File: config.mk
export PLATFORM = sky130hd
export DESIGN_NAME = csr_access_ctrl_flat
export DESIGN_NICKNAME = d
export VERILOG_FILES = /design/src/rtl/csr_access_ctrl_if.sv /design/src/rtl/csr_access_ctrl.sv /design/src/flat_wrapper.sv
export SDC_FILE = /design/constraint.sdc
export NUM_CORES = 1
export LEC_CHECK = 0
export CAP_MARGIN = 40
export CORE_ASPECT_RATIO = 1.4
export CORE_UTILIZATION = 35
export CTS_CLUSTER_SIZE = 10
export DETAILED_ROUTE_END_ITERATION = 6
export GPL_ROUTABILITY_DRIVEN = 0
export PLACE_DENSITY = 0.69
export SLEW_MARGIN = 20
export SYNTH_ARGS = -nofsm -noshare
export SYNTH_HDL_FRONTEND = slang
export SYNTH_SLANG_ARGS = --single-unit
File: constraint.sdc
create_clock -name clk -period 3.7 [get_ports clk]
set_input_delay 0.37 -clock clk [delete_from_list [all_inputs] [get_ports clk]]
set_output_delay 0.37 -clock clk [all_outputs]
set_load 0.1 [all_outputs]
File: src/rtl/csr_access_ctrl_if.sv
// Request/response channel between the execute stage and the CSR access controller.
interface csr_access_ctrl_if #(
  parameter int unsigned ADDR_W = 14,
  parameter int unsigned DATA_W = 32,
  parameter int unsigned TAG_W  = 5
) ();

  logic              req_valid;
  logic              req_ready;
  logic [1:0]        req_op;
  logic [ADDR_W-1:0] req_addr;
  logic [DATA_W-1:0] req_mask;
  logic [DATA_W-1:0] req_wdata;
  logic [TAG_W-1:0]  req_tag;

  logic              resp_valid;
  logic              resp_ready;
  logic [DATA_W-1:0] resp_data;
  logic [TAG_W-1:0]  resp_tag;

  // Execute/writeback side.
  modport master (
    output req_valid, req_op, req_addr, req_mask, req_wdata, req_tag, resp_ready,
    input  req_ready, resp_valid, resp_data, resp_tag
  );

  // Controller side.
  modport slave (
    input  req_valid, req_op, req_addr, req_mask, req_wdata, req_tag, resp_ready,
    output req_ready, resp_valid, resp_data, resp_tag
  );

endinterface

File: src/rtl/csr_access_ctrl.sv
// CSR access sequencer: read old value, optionally masked-write, return old value with tag.
// A flush aborts any in-flight access, suppresses its write and its response.
module csr_access_ctrl #(
  parameter int unsigned ADDR_W = 14,
  parameter int unsigned DATA_W = 32,
  parameter int unsigned TAG_W  = 5,
  parameter int unsigned CNT_W  = 16
) (
  input  logic              clk,
  input  logic              rstn,
  csr_access_ctrl_if.slave  bus,
  input  logic              flush,
  output logic              csr_re,
  output logic [ADDR_W-1:0] csr_raddr,
  input  logic [DATA_W-1:0] csr_rdata,
  output logic              csr_we,
  output logic [ADDR_W-1:0] csr_waddr,
  output logic [DATA_W-1:0] csr_wmask,
  output logic [DATA_W-1:0] csr_wdata,
  output logic              busy,
  output logic [CNT_W-1:0]  wr_count
);

  localparam logic [1:0] OpRd   = 2'b00;
  localparam logic [1:0] OpWr   = 2'b01;
  localparam logic [1:0] OpXchg = 2'b10;

  typedef enum logic [1:0] {StIdle, StRead, StWrite, StResp} state_e;

  state_e            state_q, state_d;
  logic [1:0]        op_q, op_d;
  logic [ADDR_W-1:0] addr_q, addr_d;
  logic [DATA_W-1:0] mask_q, mask_d;
  logic [DATA_W-1:0] wdata_q, wdata_d;
  logic [TAG_W-1:0]  tag_q, tag_d;
  logic [DATA_W-1:0] data_q, data_d;
  logic [CNT_W-1:0]  wr_count_q, wr_count_d;

  // State and latched-request registers, synchronous active-low reset.
  always_ff @(posedge clk) begin
    if (!rstn) begin
      state_q    <= StIdle;
      op_q       <= OpRd;
      addr_q     <= '0;
      mask_q     <= '0;
      wdata_q    <= '0;
      tag_q      <= '0;
      data_q     <= '0;
      wr_count_q <= '0;
    end else begin
      state_q    <= state_d;
      op_q       <= op_d;
      addr_q     <= addr_d;
      mask_q     <= mask_d;
      wdata_q    <= wdata_d;
      tag_q      <= tag_d;
      data_q     <= data_d;
      wr_count_q <= wr_count_d;
    end
  end

  // Next-state and output decode; flush overrides every transition.
  always_comb begin
    state_d        = state_q;
    op_d           = op_q;
    addr_d         = addr_q;
    mask_d         = mask_q;
    wdata_d        = wdata_q;
    tag_d          = tag_q;
    data_d         = data_q;
    wr_count_d     = wr_count_q;
    bus.req_ready  = 1'b0;
    bus.resp_valid = 1'b0;
    bus.resp_data  = '0;
    bus.resp_tag   = '0;
    csr_re         = 1'b0;
    csr_raddr      = '0;
    csr_we         = 1'b0;
    csr_waddr      = '0;
    csr_wmask      = '0;
    csr_wdata      = '0;

    unique case (state_q)
      StIdle: begin
        bus.req_ready = !flush;
        if (bus.req_valid && !flush) begin
          // Reserved op 11 behaves as a plain read.
          op_d    = (bus.req_op == 2'b11) ? OpRd : bus.req_op;
          addr_d  = bus.req_addr;
          mask_d  = bus.req_mask;
          wdata_d = bus.req_wdata;
          tag_d   = bus.req_tag;
          state_d = StRead;
        end
      end
      StRead: begin
        csr_re    = 1'b1;
        csr_raddr = addr_q;
        data_d    = csr_rdata;
        state_d   = (op_q == OpRd) ? StResp : StWrite;
      end
      StWrite: begin
        csr_we    = !flush;
        csr_waddr = addr_q;
        csr_wdata = wdata_q;
        csr_wmask = (op_q == OpXchg) ? mask_q : '1;
        if (!flush) wr_count_d = wr_count_q + 1'b1;
        state_d = StResp;
      end
      StResp: begin
        bus.resp_valid = !flush;
        bus.resp_data  = data_q;
        bus.resp_tag   = tag_q;
        if (bus.resp_ready) state_d = StIdle;
      end
      default: state_d = StIdle;
    endcase

    if (flush) state_d = StIdle;
  end

  assign busy     = (state_q != StIdle);
  assign wr_count = wr_count_q;

endmodule

File: src/flat_wrapper.sv
// flat-port wrapper written by rule: the top's interface ports become plain ports
module csr_access_ctrl_flat 
#(
  parameter int unsigned ADDR_W = 14,
  parameter int unsigned DATA_W = 32,
  parameter int unsigned TAG_W  = 5,
  parameter int unsigned CNT_W  = 16
)
  (clk, rstn, flush, csr_re, csr_raddr, csr_rdata, csr_we, csr_waddr, csr_wmask, csr_wdata, busy, wr_count, bus_req_valid, bus_req_op, bus_req_addr, bus_req_mask, bus_req_wdata, bus_req_tag, bus_resp_ready, bus_req_ready, bus_resp_valid, bus_resp_data, bus_resp_tag);
  csr_access_ctrl_if #(.ADDR_W(ADDR_W), .DATA_W(DATA_W), .TAG_W(TAG_W)) bus_i ();
  input  logic clk;
  input  logic rstn;
  input  logic flush;
  output logic csr_re;
  output logic [ADDR_W-1:0] csr_raddr;
  input  logic [DATA_W-1:0] csr_rdata;
  output logic csr_we;
  output logic [ADDR_W-1:0] csr_waddr;
  output logic [DATA_W-1:0] csr_wmask;
  output logic [DATA_W-1:0] csr_wdata;
  output logic busy;
  output logic [CNT_W-1:0] wr_count;
  input wire logic [$bits(bus_i.req_valid)-1:0] bus_req_valid;
  input wire logic [$bits(bus_i.req_op)-1:0] bus_req_op;
  input wire logic [$bits(bus_i.req_addr)-1:0] bus_req_addr;
  input wire logic [$bits(bus_i.req_mask)-1:0] bus_req_mask;
  input wire logic [$bits(bus_i.req_wdata)-1:0] bus_req_wdata;
  input wire logic [$bits(bus_i.req_tag)-1:0] bus_req_tag;
  input wire logic [$bits(bus_i.resp_ready)-1:0] bus_resp_ready;
  output wire logic [$bits(bus_i.req_ready)-1:0] bus_req_ready;
  output wire logic [$bits(bus_i.resp_valid)-1:0] bus_resp_valid;
  output wire logic [$bits(bus_i.resp_data)-1:0] bus_resp_data;
  output wire logic [$bits(bus_i.resp_tag)-1:0] bus_resp_tag;
  assign bus_i.req_valid = bus_req_valid;
  assign bus_i.req_op = bus_req_op;
  assign bus_i.req_addr = bus_req_addr;
  assign bus_i.req_mask = bus_req_mask;
  assign bus_i.req_wdata = bus_req_wdata;
  assign bus_i.req_tag = bus_req_tag;
  assign bus_i.resp_ready = bus_resp_ready;
  assign bus_req_ready = bus_i.req_ready;
  assign bus_resp_valid = bus_i.resp_valid;
  assign bus_resp_data = bus_i.resp_data;
  assign bus_resp_tag = bus_i.resp_tag;
  csr_access_ctrl #(.ADDR_W(ADDR_W), .DATA_W(DATA_W), .TAG_W(TAG_W), .CNT_W(CNT_W)) u_core (.clk(clk), .rstn(rstn), .bus(bus_i), .flush(flush), .csr_re(csr_re), .csr_raddr(csr_raddr), .csr_rdata(csr_rdata), .csr_we(csr_we), .csr_waddr(csr_waddr), .csr_wmask(csr_wmask), .csr_wdata(csr_wdata), .busy(busy), .wr_count(wr_count));
endmodule
==> results_dict.tcl <==
set metrics [dict create \
    ir_drop_mv 0.264 \
    post_cts_resize_count 0 \
    die_x_um 114 \
    synth-xor-area-share_pct 1.70 \
    crit_slowest_cell "ha_2" \
    synth_compound_area_share_pct 15.0 \
    slowest_delay_ns 0.59 \
    nFillCells 1623 \
    start_util_pct 35.7 \
    min_path_type "in2reg" \
    maxSlewViolCount 0 \
    cts_buffer_depth 2 \
    worstPathMaxFanout 55 \
    die_height_um 159 \
    yosys.area_share.adder_pct 1.21 \
    drt_iter0_markers 227 \
    synthArstFlopShare_pct 0 \
    design.core.area_um2 17300 \
    clock-sinks 135 \
    worst_pin_slew_ns 0.678 \
    yosysUniqueCellTypes 33 \
    synthesis.nets 852 \
    wirelength_mm 17.6 \
    ys_ff_latch 135 \
    wl_per_cell_um 14.3 \
    synth-simple-area-share_pct 28.8 \
    port-buffer-count 271 \
    p_leak_uw 0.00395 \
    netlist_area_um2 6190 \
    synth_ff_type "dfxtp_1" \
    fp-row-count 57 \
    max_freq_mhz 375 \
    grt_overflow_total 0 \
    skew_ns 0.00904 \
    cts_buffers 17 \
    die_area_um2 18200 \
    yosys_warnings 0 \
    antenna_found_initial 0 \
    synth_top_family_by_area "simple AND/OR/NAND/NOR gates" \
    diodes 0 \
    finalCritPeriodShare_pct 72.0 \
    worstSetupEndpointType "primary output" \
    synth.avg_cell_area_um2 8.54 \
    period_needed_ns 2.66 \
    drc 0 \
    r2r_slack_ns 1.46 \
    fin_tns_setup_ns 0 \
    tritoncts "yes" \
    hpwl_mm 12.4 \
    num_vias 5606 \
    insertion_delay_ns 0.42 \
    critPathRequiredTime_ns 3.33 \
    yosysTopAreaCellShare_pct 43.7 \
    maxSlewHeadroom_pct 54.8 \
    finalHoldViolations 0 \
    htree_num_levels 4 \
    postRouteAntennaNets 0 \
    path_clk_slew_ns 0.06 \
    grt_max_degree 69 \
    drive_gt1_share_pct 19.7 \
    start_kind "register" \
    area_delta_synth_final_pct 57.4 \
    rsz0062_at_grt "no" \
    root_buffer "clkbuf_16" \
    cap_violations 0 \
    crit_chain "inv_1 -> ha_2 -> buf_12 -> and2_1 -> buf_4" \
    powerDensity_nw_per_um2 394 \
    first_pass_iters 4 \
    yosysSeqAreaShare_pct 43.7 \
    synth.area.top_cells "dfxtp_1, and2_1, nand2_1, a21boi_0, mux2i_1" \
    total_power_uw 3830 \
    post_cts_buffers 0 \
    synth.largest_area_cell "dfxtp_1" \
    ios 272 \
    synth_edf_count 0 \
    fin_nets 1114 \
    grt_pass1_vias 5462 \
    setup_viol 0 \
    crit_type "reg2out" \
    cts.hold.buffers_added 0 \
    grt.total_usage_pct 19.8 \
    grt_pass1_wl_mm 28.1 \
    arrival_ns 2.29 \
    synth.area.mux_share_pct 5.66 \
    via_per_inst 4.54 \
    syn_inst 724 \
    status "finished, final reports clean" \
]
[area by class of cell]
type	count	area, um^2	share of cell area [%]
Clock inverter	11	196	2.02
Tap cell	236	295	3.03
Timing Repair Buffer	298	2820	28.9
Clock buffer	21	460	4.73
Multi-Input combinational cell	529	3250	33.3
Inverter	5	18.8	0.193
Sequential cell	135	2700	27.8
[stage by stage]
| step | util [%] | std cells | instance area [um^2] | worst slack, ns | hold slack (ns) |
|---|---|---|---|---|---|
| floorplan | - | 724 | 6190 | 0.701 | 0.439 |
| global placement | 50.4 | 1183 | 8730 | 1.22 | 0.444 |
| detailed placement | 52.3 | 1202 | 9060 | 1.18 | 0.451 |
| CTS | 56.1 | 1234 | 9710 | 0.998 | 0.406 |
| global route | 56.2 | 1235 | 9730 | 0.909 | 0.430 |
| finish | 56.2 | 1235 | 9730 | 1.04 | 0.414 |
[logic make-up after synthesis]
| kind of cell | Yosys count |
|---|---|
| simple gates | 352 |
| buf+inv | 60 |
| compound gates | 124 |
| xor+xnor | 12 |
| flops | 135 |
| mux | 35 |
| fa+ha+maj | 6 |
[placed cells by master (no fill, tap or decap), types with 3 or more instances in the layout]
cell type	instances
xnor2_1	5
mux2i_1	35
nand3b_1	3
clkbuf_16	17
o21a_1	32
nor2b_1	37
xor2_1	7
and2_1	109
dfxtp_1	135
inv_1	5
nand2b_1	6
ha_1	4
bufinv_16	5
nand3_1	3
clkdlybuf4s50_1	137
buf_12	5
buf_4	138
nand2_1	174
nor4_1	4
clkinv_4	3
a21boi_1	3
buf_16	3
a21boi_0	82
buf_8	15
nor2_1	3
nor3_1	4
[worst paths after layout]
path	start	end	cells past startpoint
max	u_core.state_q[0]	csr_waddr[3]	5
min	rstn	u_core.data_q[12]	2
max reg2reg	u_core.state_q[0]	u_core.mask_q[0]	7
min reg2reg	u_core.wdata_q[28]	u_core.wdata_q[28]	2
[sequential cells by signal (all words and copies together), names as in the netlist]
signal and flops:
u_core.addr_q 14, u_core.state_q 2, u_core.data_q 32, u_core.op_q 2, u_core.mask_q 32, u_core.tag_q 5, u_core.wdata_q 32, u_core.wr_count 16
[synth_stat cells (5+ instances only)]
library cell / instances
nand2_1: 175
dfxtp_1: 135
and2_1: 110
a21boi_0: 82
clkbuf_1: 37
nor2b_1: 37
mux2i_1: 35
o21a_1: 32
buf_2: 14
xor2_1: 7
ha_1: 6
nand2b_1: 6
inv_1: 5
xnor2_1: 5
[where the power goes]
part | internal [uW] | total [uW] | switching [uW]
clock network | 1230 | 1880 | 650
registers | 1510 | 1540 | 28.6
logic | 208 | 408 | 200
total | 2960 | 3830 | 878
[routing by layer]
metal / track usage [%] / wire [um] / vias to the layer above
li1: - / - / 2863
met5: 0 / 0 / -
met1: 21.5 / 7160 / 2545
met4: 10.4 / 602 / 0
met3: 5.06 / 950 / 32
met2: 34.9 / 8890 / 166
[worst max-delay path: cells and delay by family, from the launching register on]
family	cells	cell delay, ns
simple gates	1	0.18
flops	1	0.33
buf+inv	3	0.72
fa+ha+maj	1	0.59
(Power assumes the default switching activity.)
